## config.mk

```make
export PLATFORM = sky130hd
export DESIGN_NAME = traffic_phase_sequencer
export DESIGN_NICKNAME = d
export VERILOG_FILES = /design/src/rtl/traffic_pkg.sv /design/src/rtl/traffic_phase_sequencer_phase_timer.sv /design/src/rtl/traffic_phase_sequencer.sv
export SDC_FILE = /design/constraint.sdc
export NUM_CORES = 1
export LEC_CHECK = 0
export ABC_AREA = 1
export ABC_CLOCK_PERIOD_IN_PS = 3100
export CAP_MARGIN = 40
export CELL_PAD_IN_SITES_DETAIL_PLACEMENT = 0
export CELL_PAD_IN_SITES_GLOBAL_PLACEMENT = 1
export CORE_MARGIN = 1
export CORE_UTILIZATION = 35
export DETAILED_ROUTE_END_ITERATION = 10
export PLACE_DENSITY_LB_ADDON = 0.2
export SLEW_MARGIN = 40
export SYNTH_ARGS = -nofsm -noshare
export SYNTH_HDL_FRONTEND = slang
export SYNTH_HIERARCHICAL = 1
export SYNTH_SLANG_ARGS = --single-unit
```

## constraint.sdc

```tcl
create_clock -name CLK -period 3.1 [get_ports CLK]
set_input_delay 0.775 -clock CLK [delete_from_list [all_inputs] [get_ports CLK]]
set_output_delay 0.775 -clock CLK [all_outputs]
set_load 0.005 [all_outputs]
```

## src/rtl/traffic_pkg.sv

```systemverilog
// traffic_pkg: shared definitions for the traffic phase sequencer.
//   - phase_e      : phase encoding (codes 6 and 7 are illegal)
//   - LIGHT_*      : lamp encodings {R,Y,G}, one-hot
//   - *_DEF        : default timing parameters
//   - next_phase   : fixed phase order, illegal codes recover to ALLRED_B
//   - load_from_dur: seconds-remaining load value, a duration of 0 counts as 1
package traffic_pkg;

  localparam int unsigned TICKS_PER_SEC_DEF = 10000;
  localparam int unsigned PED_GREEN_SEC_DEF = 5;
  localparam int unsigned SEC_W             = 8;
  localparam int unsigned PHASE_W           = 3;
  localparam int unsigned LIGHT_W           = 3;

  typedef enum logic [PHASE_W-1:0] {
    PH_NS_GREEN  = 3'd0,
    PH_NS_YELLOW = 3'd1,
    PH_ALLRED_A  = 3'd2,
    PH_EW_GREEN  = 3'd3,
    PH_EW_YELLOW = 3'd4,
    PH_ALLRED_B  = 3'd5
  } phase_e;

  localparam logic [LIGHT_W-1:0] LIGHT_R = 3'b100;
  localparam logic [LIGHT_W-1:0] LIGHT_Y = 3'b010;
  localparam logic [LIGHT_W-1:0] LIGHT_G = 3'b001;

  function automatic phase_e next_phase(input phase_e cur);
    case (cur)
      PH_NS_GREEN:  return PH_NS_YELLOW;
      PH_NS_YELLOW: return PH_ALLRED_A;
      PH_ALLRED_A:  return PH_EW_GREEN;
      PH_EW_GREEN:  return PH_EW_YELLOW;
      PH_EW_YELLOW: return PH_ALLRED_B;
      PH_ALLRED_B:  return PH_NS_GREEN;
      default:      return PH_ALLRED_B;
    endcase
  endfunction

  function automatic logic [SEC_W-1:0] load_from_dur(input logic [SEC_W-1:0] dur);
    return (dur == '0) ? '0 : dur - SEC_W'(1);
  endfunction

endpackage

```

## src/rtl/traffic_phase_sequencer_phase_timer.sv

```systemverilog
// phase_timer: seconds timer for one phase.
//   CLK, reset     : clock, synchronous active-high reset
//   enable         : 1 = count, 0 = hold everything
//   load, load_val : restart the phase with load_val seconds left after the current one
//   clamp          : pedestrian shortening request (green phases only)
//   phase_done     : registered, high on the final cycle of the phase
//   sec_left       : whole seconds remaining after the current second
// TICKS_PER_SEC must be at least 2 so phase_done can be looked ahead by one edge.
module phase_timer
  import traffic_pkg::*;
#(
  parameter int unsigned TICKS_PER_SEC = TICKS_PER_SEC_DEF,
  parameter int unsigned PED_GREEN_SEC = PED_GREEN_SEC_DEF
) (
  input  logic             CLK,
  input  logic             reset,
  input  logic             enable,
  input  logic             load,
  input  logic [SEC_W-1:0] load_val,
  input  logic             clamp,
  output logic             phase_done,
  output logic [SEC_W-1:0] sec_left
);

  localparam int unsigned       TICK_W    = (TICKS_PER_SEC > 1) ? $clog2(TICKS_PER_SEC) : 1;
  localparam logic [TICK_W-1:0] TICK_LAST = TICK_W'(TICKS_PER_SEC - 1);
  localparam bit                CLAMP_OK  = (PED_GREEN_SEC > 0);
  localparam logic [SEC_W-1:0]  PED_SEC   = SEC_W'(PED_GREEN_SEC);
  localparam logic [SEC_W-1:0]  PED_LOAD  = SEC_W'(CLAMP_OK ? PED_GREEN_SEC - 1 : 0);

  logic [TICK_W-1:0] tick_cnt;
  logic [TICK_W-1:0] tick_nxt;
  logic [SEC_W-1:0]  sec_nxt;
  logic              done_nxt;

  // Next tick/second; phase_done is a lookahead of "next state is the final cycle".
  always_comb begin
    tick_nxt = tick_cnt;
    sec_nxt  = sec_left;
    done_nxt = phase_done;
    if (load) begin
      tick_nxt = '0;
      sec_nxt  = load_val;
    end else if (enable) begin
      if (tick_cnt == TICK_LAST) begin
        tick_nxt = '0;
        if (sec_left != '0) begin
          // Clamp only ever shortens: it applies when it would not add time.
          if (clamp && CLAMP_OK && (sec_left >= PED_SEC)) begin
            sec_nxt = PED_LOAD;
          end else begin
            sec_nxt = sec_left - SEC_W'(1);
          end
        end
      end else begin
        tick_nxt = tick_cnt + TICK_W'(1);
      end
    end
    // While frozen the flag holds, so it keeps tracking the held counters.
    if (load || enable) begin
      done_nxt = (tick_nxt == TICK_LAST) && (sec_nxt == '0);
    end
  end

  always_ff @(posedge CLK) begin
    if (reset) begin
      tick_cnt   <= '0;
      sec_left   <= '0;
      phase_done <= 1'b0;
    end else begin
      tick_cnt   <= tick_nxt;
      sec_left   <= sec_nxt;
      phase_done <= done_nxt;
    end
  end

endmodule

```

## src/rtl/traffic_phase_sequencer.sv

```systemverilog
// traffic_phase_sequencer: steps the intersection through NS green, NS yellow,
// all-red, EW green, EW yellow, all-red, each held for a programmable number
// of seconds.
//   CLK, reset          : 10 kHz clock, synchronous active-high reset
//   enable              : 1 = run, 0 = freeze
//   ns_green_sec, ew_green_sec, yellow_sec, allred_sec : phase durations (s)
//   ped_req             : pedestrian request (level or pulse)
//   ns_light, ew_light  : {R,Y,G} one-hot, decoded from the phase register
//   phase               : current phase code
//   sec_left            : whole seconds remaining after the current second
//   phase_done          : high on the last cycle of each phase
// Build option: define PED_REQ_EN to latch ped_req and shorten the running
// green to PED_GREEN_SEC seconds; otherwise ped_req is ignored.
module traffic_phase_sequencer
  import traffic_pkg::*;
#(
  parameter int unsigned TICKS_PER_SEC = TICKS_PER_SEC_DEF,
  parameter int unsigned PED_GREEN_SEC = PED_GREEN_SEC_DEF
) (
  input  logic               CLK,
  input  logic               reset,
  input  logic               enable,
  input  logic [SEC_W-1:0]   ns_green_sec,
  input  logic [SEC_W-1:0]   ew_green_sec,
  input  logic [3:0]         yellow_sec,
  input  logic [3:0]         allred_sec,
  input  logic               ped_req,
  output logic [LIGHT_W-1:0] ns_light,
  output logic [LIGHT_W-1:0] ew_light,
  output logic [PHASE_W-1:0] phase,
  output logic [SEC_W-1:0]   sec_left,
  output logic               phase_done
);

  phase_e           phase_q;
  phase_e           phase_nxt;
  phase_e           target;
  logic             load;
  logic [SEC_W-1:0] dur;
  logic [SEC_W-1:0] load_val;
  logic             clamp;

  // Phase register.
  always_ff @(posedge CLK) begin
    if (reset) begin
      phase_q <= PH_ALLRED_B;
    end else begin
      phase_q <= phase_nxt;
    end
  end

  // Advance on the final cycle of a phase; illegal codes recover at once.
  always_comb begin
    phase_nxt = phase_q;
    load      = 1'b0;
    target    = next_phase(phase_q);
    if (enable && (phase_done || (phase_q > PH_ALLRED_B))) begin
      phase_nxt = target;
      load      = 1'b1;
    end
  end

  // Duration of the phase being entered, sampled only on the entry edge.
  always_comb begin
    dur = SEC_W'(allred_sec);
    case (target)
      PH_NS_GREEN:                dur = ns_green_sec;
      PH_EW_GREEN:                dur = ew_green_sec;
      PH_NS_YELLOW, PH_EW_YELLOW: dur = SEC_W'(yellow_sec);
      default:                    dur = SEC_W'(allred_sec);
    endcase
    load_val = load_from_dur(dur);
  end

`ifdef PED_REQ_EN
  logic ped_pending;
  logic ped_clear;

  // Entering either yellow consumes the request; clear beats a same-cycle set.
  assign ped_clear = load && ((phase_nxt == PH_NS_YELLOW) || (phase_nxt == PH_EW_YELLOW));

  always_ff @(posedge CLK) begin
    if (reset) begin
      ped_pending <= 1'b0;
    end else if (enable) begin
      ped_pending <= ped_clear ? 1'b0 : (ped_pending | ped_req);
    end
  end

  assign clamp = ped_pending && ((phase_q == PH_NS_GREEN) || (phase_q == PH_EW_GREEN));
`else
  logic unused_ped;
  assign unused_ped = ped_req;
  assign clamp      = 1'b0;
`endif

  phase_timer #(
    .TICKS_PER_SEC(TICKS_PER_SEC),
    .PED_GREEN_SEC(PED_GREEN_SEC)
  ) u_timer (
    .CLK       (CLK),
    .reset     (reset),
    .enable    (enable),
    .load      (load),
    .load_val  (load_val),
    .clamp     (clamp),
    .phase_done(phase_done),
    .sec_left  (sec_left)
  );

  assign phase = phase_q;

  // Lamp decode straight from the phase register: no intermediate states.
  always_comb begin
    ns_light = LIGHT_R;
    ew_light = LIGHT_R;
    case (phase_q)
      PH_NS_GREEN:  ns_light = LIGHT_G;
      PH_NS_YELLOW: ns_light = LIGHT_Y;
      PH_EW_GREEN:  ew_light = LIGHT_G;
      PH_EW_YELLOW: ew_light = LIGHT_Y;
      default:      ;
    endcase
  end

endmodule

```

==> results_dict.tcl, run 1 <==
set metrics [dict create \
    n_antenna_cell 0 \
    synth-adder-area-share 0.0316 \
    cts_root_buffer "clkbuf_8" \
    critPathLaunchType "flip-flop" \
    path_class "reg2reg" \
    detail-route-antenna-nets 0 \
    numCtsBuffers 3 \
    worstReg2RegEnd "u_timer/phase_done" \
    yosys_warnings 6 \
    core_area_um2 6460 \
    min_period_ns 2.73 \
    antenna_found_initial 0 \
    drive_gt1_frac 0.110 \
    drv_slew 0 \
    io_buffers 44 \
    layoutNonFillerInstCount 533 \
    synth_xor_area_frac 0.0184 \
    hold_buffers 0 \
    synthMuxAreaShare 0 \
    synthCells 409 \
    gr-total-overflow 0 \
    end_kind "flip-flop" \
    design.die.area_um2 7130 \
    worstMarginPinSlew_ns 0.505 \
    wire_per_inst_um 11.6 \
    reg2reg_slack_ns 0.37 \
    syn2layout_area_growth_pct 25.4 \
    synth_compound_area_frac 0.0800 \
    gp_congestion 0.822 \
    io_pins 46 \
    post_cts_resized 0 \
    leakage_uw 0.00142 \
    grt_setup_unrepaired "false" \
    clk_pin_slew_ns 0.09 \
    mostFrequentLayoutCells "nand2_1, nor2_1, inv_1, clkdlybuf4s50_1, nand3_1" \
    grt_pass1_wl_mm 10.8 \
    clock_latency_ns 0.28 \
    start_util 0.368 \
    fmax_ghz 0.366 \
    synth.avg_cell_area_um2 5.81 \
    rows 29 \
    maxSlewHeadroom 0.663 \
    cp.required_ns 3.31 \
    syn_area_um2 2380 \
    powerDensity_nw_per_um2 245 \
    ys_seq_area_frac 0.219 \
    irDropWorstVdd_mv 0.185 \
    drv_cap 0 \
    num_vias 2511 \
    synth_cell_type_count 35 \
    cts_tree "built" \
    cts_buffer_depth 2 \
    gr-usage-all-layers 0.184 \
    drcViolationCount 0 \
    worst_ep_arrival_time_ns 2.94 \
    hpwl_mm 5.02 \
    die_h_um 84.4 \
    post-route-period-util 0.880 \
    viasPerCell 4.71 \
    crit_fanout 9 \
    synth_simple_gate_area_frac 0.539 \
    die_w_um 84.4 \
    clock_skew_ns 0.0125 \
    syn-num-nets 443 \
    grt_max_degree 16 \
    place_inst 529 \
    hold_class "reg2reg" \
    first_pass_iters 5 \
    holdPathEnd "u_timer/phase_done" \
    wirelength_mm 6.17 \
    r2r-start "phase[2]" \
    setup_viol 0 \
    finalHoldViolCount 0 \
    htree_levels 1 \
    status "finished clean" \
    finalSetupTns_ns 0 \
    r2r_cells 18 \
    final_common_cell "nand2_1" \
    synth_top_family_by_area "simple AND/OR/NAND/NOR gates" \
    hold_start "u_timer/phase_done" \
    grt_pass1_vias 2402 \
    cts_setup_buffers 0 \
    min_path_cells 2 \
    drtIter0Drc 90 \
    nets 491 \
    ys_seq_elements 26 \
    numClockSinks 26 \
]
-- report_power, final --
group | switching [µW] | internal (µW) | total [µW]
clock | 118 | 173 | 291
sequential | 3.93 | 337 | 341
combinational | 45.9 | 51.5 | 97.4
total | 168 | 561 | 729
-- worst max-delay path: stages, from the launching register on --
cell	delay, ns
dfxtp_1	0.65
clkinv_8	0.13
nand2_1	0.15
nand2_1	0.11
nand2_1	0.09
inv_1	0.04
nor2_1	0.22
ha_1	0.25
inv_1	0.08
xor2_1	0.16
nand2_1	0.07
inv_1	0.04
nand2_1	0.05
nand3_1	0.10
nor2_1	0.11
nand2_1	0.07
nor2_1	0.14
nand2_1	0.10
a21oi_2	0.12
-- cells in the mapped netlist --
library cell  instances  share of area
o22ai_1               1         0.0026
clkinv_1              1         0.0016
o21ai_0               8          0.017
ha_1                  6          0.032
nand3b_1              2         0.0063
nand2_2              11          0.029
conb_1                1         0.0016
xor2_1                4          0.015
clkinv_8              1         0.0068
inv_2                 2         0.0032
dfxtp_1              26           0.22
nand3_1              38          0.080
nand3_4               2          0.015
nand3_2               5          0.021
a211oi_1              1         0.0032
nor2_4                6          0.028
a22o_2                1         0.0042
xnor2_1               1         0.0037
a31oi_1               1         0.0026
a21boi_2              1         0.0047
or2_2                 4          0.011
buf_6                 2         0.0095
a21oi_2               1         0.0037
o21bai_1              5          0.016
nor2_1               73           0.12
nand4_1               6          0.016
clkbuf_1              2         0.0032
o21ai_1               1         0.0021
a21oi_1              10          0.021
buf_2                 1         0.0021
nor2_2                8          0.021
nor3_1                6          0.013
nand2_1             117           0.18
o211ai_1              1         0.0032
inv_1                53          0.084
-- per-stage QoR --
stage	area (µm²)	hold WS, ns	power (µW)	utilization	worst slack, ns
floorplan	2380	0.482	401	-	0.820
global placement	2910	0.497	447	0.450	0.117
detailed placement	2910	0.498	447	0.450	0.0895
CTS	2980	0.517	745	0.461	0.340
global route	2980	0.548	762	0.461	0.0465
finish	2980	0.517	729	0.461	0.371
-- flip-flops by register name, indices dropped and copies added (netlist names) --
signal and flops:
u_timer/sec_left 8, u_timer/tick_cnt 14, u_timer/phase_done 1, phase 3
-- cells by family after synthesis --
| kind of cell | after synthesis |
|---|---|
| other | 1 |
| adder cells (fa/ha/maj) | 6 |
| buffers and inverters | 62 |
| XOR/XNOR | 5 |
| AND/OR/NAND/NOR | 278 |
| AO/OA/AOI/OAI | 31 |
| flip-flops | 26 |
-- worst max-delay path by stage --
stage          depth (start not counted)                  to             from  slack, ns
2_1_floorplan                         15  u_timer/phase_done  ns_green_sec[0]       0.82
3_3_place_gp                          18  u_timer/phase_done  ns_green_sec[0]       0.12
3_5_place_dp                          18  u_timer/phase_done  ns_green_sec[0]       0.09
4_1_cts                               18  u_timer/phase_done         phase[2]       0.34
5_1_grt                               18  u_timer/phase_done         phase[2]       0.05
6_report                              18  u_timer/phase_done         phase[2]       0.37
-- cell type report --
| cell class | instances | area, µm² |
|---|---|---|
| Clock inverter | 1 | 30.0 |
| Sequential cell | 26 | 520 |
| Tap cell | 77 | 96.3 |
| Inverter | 57 | 226 |
| Timing Repair Buffer | 48 | 470 |
| Multi-Input combinational cell | 321 | 1600 |
| Fill cell | 702 | 3480 |
| Clock buffer | 3 | 41.3 |
-- layer usage --
metal / wire (µm) / GRT usage / share of wire / vias up
met5: 0 / 0 / 0 / -
met4: 41 / 0.0385 / 0.0066 / 0
met3: 158 / 0.0226 / 0.026 / 2
met2: 3030 / 0.338 / 0.49 / 39
met1: 2950 / 0.229 / 0.48 / 1092
li1: - / - / - / 1378
No activity file was read; power rests on OpenSTA's default activity.
==> run 2: changes to the inputs <==
--- a/config.mk
+++ b/config.mk
@@ -8,8 +8,6 @@
 export ABC_AREA = 1
 export ABC_CLOCK_PERIOD_IN_PS = 3100
 export CAP_MARGIN = 40
-export CELL_PAD_IN_SITES_DETAIL_PLACEMENT = 0
-export CELL_PAD_IN_SITES_GLOBAL_PLACEMENT = 1
 export CORE_MARGIN = 1
 export CORE_UTILIZATION = 35
 export DETAILED_ROUTE_END_ITERATION = 10
==> run 2 against run 1 <==
Compared with the run above:
- first-iteration DRC count fell by 4.4%
- via count rose by 1.4%
- final area fell by 0.55%
- power fell by 9.1%
- setup slack improved by 0.058 ns
- critical path depth did not move
- clock power fell by 23%
- wire length fell by 4.1%
- critical endpoint unchanged
- maximum frequency rose by 2.2%
- die area did not move
- global-route usage fell by 0.96 points
- combinational power barely moved
==> results_dict.tcl, run 2 (synthesis gave the netlist of run 1 again) <==
set metrics [dict create \
    nets 491 \
    wirelength_mm 5.92 \
    powerDensity_nw_per_um2 224 \
    worst_ep_arrival_time_ns 2.88 \
    finalSetupTns_ns 0 \
    clk_pin_slew_ns 0.09 \
    setup_viol 0 \
    numClockSinks 26 \
    grt_pass1_wl_mm 10.3 \
    post_cts_resized 0 \
    numCtsBuffers 3 \
    wire_per_inst_um 11.1 \
    fmax_ghz 0.374 \
    clock_latency_ns 0.27 \
    p_total_uw 663 \
    worstPathCellList "clkinv_8, nand2_1, nand2_1, nand2_1, inv_1, nor2_1, ha_1, inv_1, xor2_1, nand2_1, inv_1, nand2_1, nand3_1, nor2_1, nand2_1, nor2_1, nand2_1, a21oi_2" \
    reg2reg_slack_ns 0.43 \
    pwr-share-seq 0.514 \
    mostFrequentLayoutCells "nand2_1, nor2_1, inv_1, clkdlybuf4s50_1, nand3_1" \
    rows 29 \
    post-route-period-util 0.861 \
    gr-total-overflow 0 \
    drv_cap 0 \
    hpwl_mm 4.80 \
    viasPerCell 4.78 \
    design.die.area_um2 7130 \
    cpLargestDelayFamily "simple AND/OR/NAND/NOR gates" \
    io_buffers 44 \
    drive_gt1_frac 0.110 \
    hold_buffers 0 \
    finalHoldViolCount 0 \
    critical_path_buf_inv_count 4 \
    io_pins 46 \
    regMostFlops "u_timer/tick_cnt" \
    cp.required_ns 3.31 \
    start_util 0.368 \
    first_pass_iters 4 \
    crit_fanout 9 \
    drv_slew 0 \
    r2r_cells 18 \
    core_area_um2 6460 \
    r2r-start "phase[2]" \
    layoutNonFillerInstCount 533 \
    clockPowerShare 0.339 \
    antenna_found_initial 0 \
    grt_pass1_vias 2300 \
    hold_start "u_timer/phase_done" \
    path_class "reg2reg" \
    switching_share 0.243 \
    place_inst 529 \
    p_sw_uw 161 \
    largest_reg_flops 14 \
    grt_setup_unrepaired "false" \
    cts_setup_buffers 0 \
    min_path_cells 2 \
    slowest_stage "dfxtp_1" \
    drcViolationCount 0 \
    pwr-share-comb 0.147 \
    final_common_cell "nand2_1" \
    cpPeakStageDelay_ns 0.64 \
    cts_root_buffer "clkbuf_8" \
    gp_congestion 0.832 \
    num_vias 2547 \
    n_antenna_cell 0 \
    irDropWorstVdd_mv 0.181 \
    htree_levels 1 \
    end_kind "flip-flop" \
    critPathLaunchType "flip-flop" \
    p_int_uw 502 \
    holdPathEnd "u_timer/phase_done" \
    clock_skew_ns 0.00534 \
    min_period_ns 2.67 \
    cts_tree "built" \
    cpMostUsedCell "nand2_1" \
    fillers 685 \
    status "finished clean" \
    leakage_uw 0.00142 \
    grt_max_degree 16 \
    cts_buffer_depth 2 \
    detail-route-antenna-nets 0 \
    hold_class "reg2reg" \
    die_w_um 84.4 \
    die_h_um 84.4 \
    fin_util 0.459 \
    syn2layout_area_growth_pct 24.7 \
    gr-usage-all-layers 0.174 \
    drtIter0Drc 86 \
    worstReg2RegEnd "u_timer/phase_done" \
]
-- run 2: cell count changes in the layout (fill, tap and decap cells not counted) --
cell / before / now
bufinv_16: 1 / 0
clkbuf_8: 3 / 4
-- run 2: layout make-up --
type / instances / area, µm² / share of cell area
sequential: 26 / 520 / 0.176
timing repair buffer: 48 / 470 / 0.159
tap: 77 / 96.3 / 0.0325
multi-input combinational: 321 / 1600 / 0.538
clock buffer: 4 / 55.1 / 0.0186
inverter: 57 / 226 / 0.0764
-- run 2: routing by layer --
| metal | share of wire | vias to the layer above | track usage |
|---|---|---|---|
| met4 | 0.010 | 0 | 0.0293 |
| met1 | 0.47 | 1129 | 0.216 |
| li1 | - | 1368 | - |
| met3 | 0.033 | 4 | 0.0256 |
| met5 | 0 | - | 0 |
| met2 | 0.48 | 46 | 0.323 |
-- run 2: worst min-delay path, stage by stage (launching register included) --
cell,delay [ns]
dfxtp_1,0.33
nand2_1,0.08
a21oi_2,0.05
-- run 2: power groups by stage --
stage | registers, µW | logic [µW] | clock network [µW]
floorplan | 348 | 53.0 | 0
global placement | 348 | 97.4 | 0
detailed placement | 349 | 97.8 | 0
CTS | 341 | 98.3 | 235
global route | 342 | 109 | 252
finish | 341 | 97.5 | 225
-- run 2: worst max path at each step --
stage | startpoint | end | slack (ns) | cells past startpoint
detailed placement | ns_green_sec[0] | u_timer/phase_done | 0.12 | 18
global route | phase[2] | u_timer/phase_done | 0.15 | 18
floorplan | ns_green_sec[0] | u_timer/phase_done | 0.82 | 15
finish | phase[2] | u_timer/phase_done | 0.43 | 18
CTS | phase[2] | u_timer/phase_done | 0.40 | 18
global placement | ns_green_sec[0] | u_timer/phase_done | 0.15 | 18
-- run 2: stage by stage --
stage | hold slack, ns | instance area [µm²] | worst slack [ns]
finish | 0.504 | 2960 | 0.430
global route | 0.518 | 2960 | 0.153
CTS | 0.510 | 2960 | 0.397
detailed placement | 0.497 | 2910 | 0.118
global placement | 0.499 | 2910 | 0.146
floorplan | 0.482 | 2380 | 0.820
==> run 3: changes to the inputs <==
--- a/config.mk
+++ b/config.mk
@@ -11,7 +11,7 @@
 export CORE_MARGIN = 1
 export CORE_UTILIZATION = 35
 export DETAILED_ROUTE_END_ITERATION = 10
-export PLACE_DENSITY_LB_ADDON = 0.2
+export PLACE_DENSITY = 0.67
 export SLEW_MARGIN = 40
 export SYNTH_ARGS = -nofsm -noshare
 export SYNTH_HDL_FRONTEND = slang
==> run 3 against run 2 <==
Compared with the run above:
- clock power grew 28%
- sequential share of layout area shrank 0.096 points
- highest routed layer unchanged
- largest cell class unchanged
- critical path depth is the same
- combinational power grew 0.4%
- the flow now finishes with violations (DRC)
- global-route usage is essentially flat
==> results_dict.tcl, run 3 (synthesis gave the netlist of run 1 again) <==
set metrics [dict create \
    io_pins 46 \
    cts_setup_buffers 0 \
    first_pass_iters 9 \
    clock_latency_ns 0.27 \
    fillers 693 \
    end_kind "flip-flop" \
    gr-usage-all-layers 0.174 \
    mostFrequentLayoutCells "nand2_1, nor2_1, inv_1, clkdlybuf4s50_1, nand3_1" \
    critical_path_buf_inv_count 4 \
    numCtsBuffers 3 \
    hold_buffers 0 \
    grt_setup_unrepaired "false" \
    min_period_ns 2.69 \
    cpMostUsedCell "nand2_1" \
    crit_fanout 9 \
    viasPerCell 4.75 \
    p_int_uw 561 \
    hold_class "reg2reg" \
    slowest_stage "dfxtp_1" \
    critPathLaunchType "flip-flop" \
    pwr-share-comb 0.135 \
    antenna_found_initial 0 \
    start_util 0.368 \
    cts_root_buffer "clkbuf_8" \
    htree_levels 1 \
    hpwl_mm 4.79 \
    nets 491 \
    cp.required_ns 3.32 \
    pwr-share-seq 0.470 \
    n_antenna_cell 0 \
    met3_usage 0.0265 \
    drv_cap 0 \
    grt_use_met2 0.311 \
    drcViolationCount 2 \
    setup_viol 0 \
    worstPathCellList "clkinv_8, nand2_1, nand2_1, nand2_1, inv_1, nor2_1, ha_1, inv_1, xor2_1, nand2_1, inv_1, nand2_1, nand3_1, nor2_1, nand2_1, nor2_1, nand2_1, a21oi_2" \
    num_vias 2531 \
    powerDensity_nw_per_um2 243 \
    post_cts_resized 0 \
    cts_buffer_depth 2 \
    io_buffers 44 \
    grt_max_degree 16 \
    path_class "reg2reg" \
    detail-route-antenna-nets 0 \
    fmax_ghz 0.372 \
    finalHoldViolCount 0 \
    clk_pin_slew_ns 0.10 \
    irDropWorstVdd_mv 0.236 \
    finalSetupTns_ns 0 \
    largest_reg_flops 14 \
    numClockSinks 26 \
    core_area_um2 6460 \
    cpPeakStageDelay_ns 0.65 \
    design.die.area_um2 7130 \
    wire_per_inst_um 11.0 \
    die_w_um 84.4 \
    die_h_um 84.4 \
    gp_congestion 0.855 \
    final_common_cell "nand2_1" \
    regMostFlops "u_timer/tick_cnt" \
    worstMarginPinSlew_ns 0.504 \
    clockPowerShare 0.395 \
    regArea_um2 520 \
    status "finished, violations left" \
    drive_gt1_frac 0.110 \
    grt_pass1_vias 2417 \
    worst_ep_arrival_time_ns 2.91 \
    p_sw_uw 164 \
    clock_skew_ns 0.00758 \
    cpLargestDelayFamily "simple AND/OR/NAND/NOR gates" \
    switching_share 0.226 \
    gr-total-overflow 0 \
    drtIter0Drc 124 \
    wirelength_mm 5.85 \
    gr-max-usage-layer "met2" \
    cts_tree "built" \
    violations "DRC" \
    grt_pass1_wl_mm 10.5 \
    fin_util 0.461 \
    maxSlewHeadroom 0.664 \
    grt_util_met1 0.223 \
    rows 29 \
    post-route-period-util 0.867 \
    drv_slew 0 \
    leakage_uw 0.00142 \
    multiInputGateArea_um2 1600 \
    syn2layout_area_growth_pct 25.4 \
]
-- run 3: changes by cell type in the layout (fill, tap and decap cells not counted), sizes merged --
cell | previous run | this run
bufinv | 0 | 1
clkbuf | 4 | 3
-- run 3: per-layer routing --
metal / vias to the layer above / part of all wire
met1: 1091 / 0.48
met5: - / 0
met2: 62 / 0.46
li1: 1372 / -
met3: 6 / 0.041
met4: 0 / 0.011
-- run 3: tightest hold or removal path: stages (launching register included) --
cell and delay (ns):
dfxtp_1 0.34, nand2_1 0.09, a21oi_2 0.05
-- run 3: final timing paths --
| check | startpoint | endpoint | slack (ns) | cells after the start |
|---|---|---|---|---|
| max | phase[2] | u_timer/phase_done | 0.41 | 18 |
| min | u_timer/phase_done | u_timer/phase_done | 0.51 | 2 |
| max reg2reg | phase[2] | u_timer/phase_done | 0.41 | 18 |
| min reg2reg | u_timer/phase_done | u_timer/phase_done | 0.51 | 2 |
-- run 3: area by class of cell --
class                           instances  area share
Clock buffer                            3      0.0139
Multi-Input combinational cell        321       0.535
Clock inverter                          1      0.0101
Tap cell                               77      0.0323
Sequential cell                        26       0.175
Timing Repair Buffer                   48       0.158
Inverter                               57      0.0760
-- run 3: stage by stage --
step | instance area, µm² | hold slack (ns) | power, µW | std cells | setup slack [ns]
floorplan | 2380 | 0.482 | 401 | 409 | 0.820
global placement | 2910 | 0.509 | 445 | 529 | 0.184
detailed placement | 2910 | 0.509 | 447 | 529 | 0.125
CTS | 2980 | 0.526 | 731 | 533 | 0.403
global route | 2980 | 0.547 | 762 | 533 | 0.0955
finish | 2980 | 0.514 | 725 | 533 | 0.413
-- run 3: power groups by stage --
stage	registers [µW]	logic, µW	clock network, µW
2_1_floorplan	348	53.0	0
3_3_place_gp	348	97.2	0
3_5_place_dp	348	98.4	0
4_1_cts	341	98.5	292
5_1_grt	341	111	310
6_report	341	97.9	287
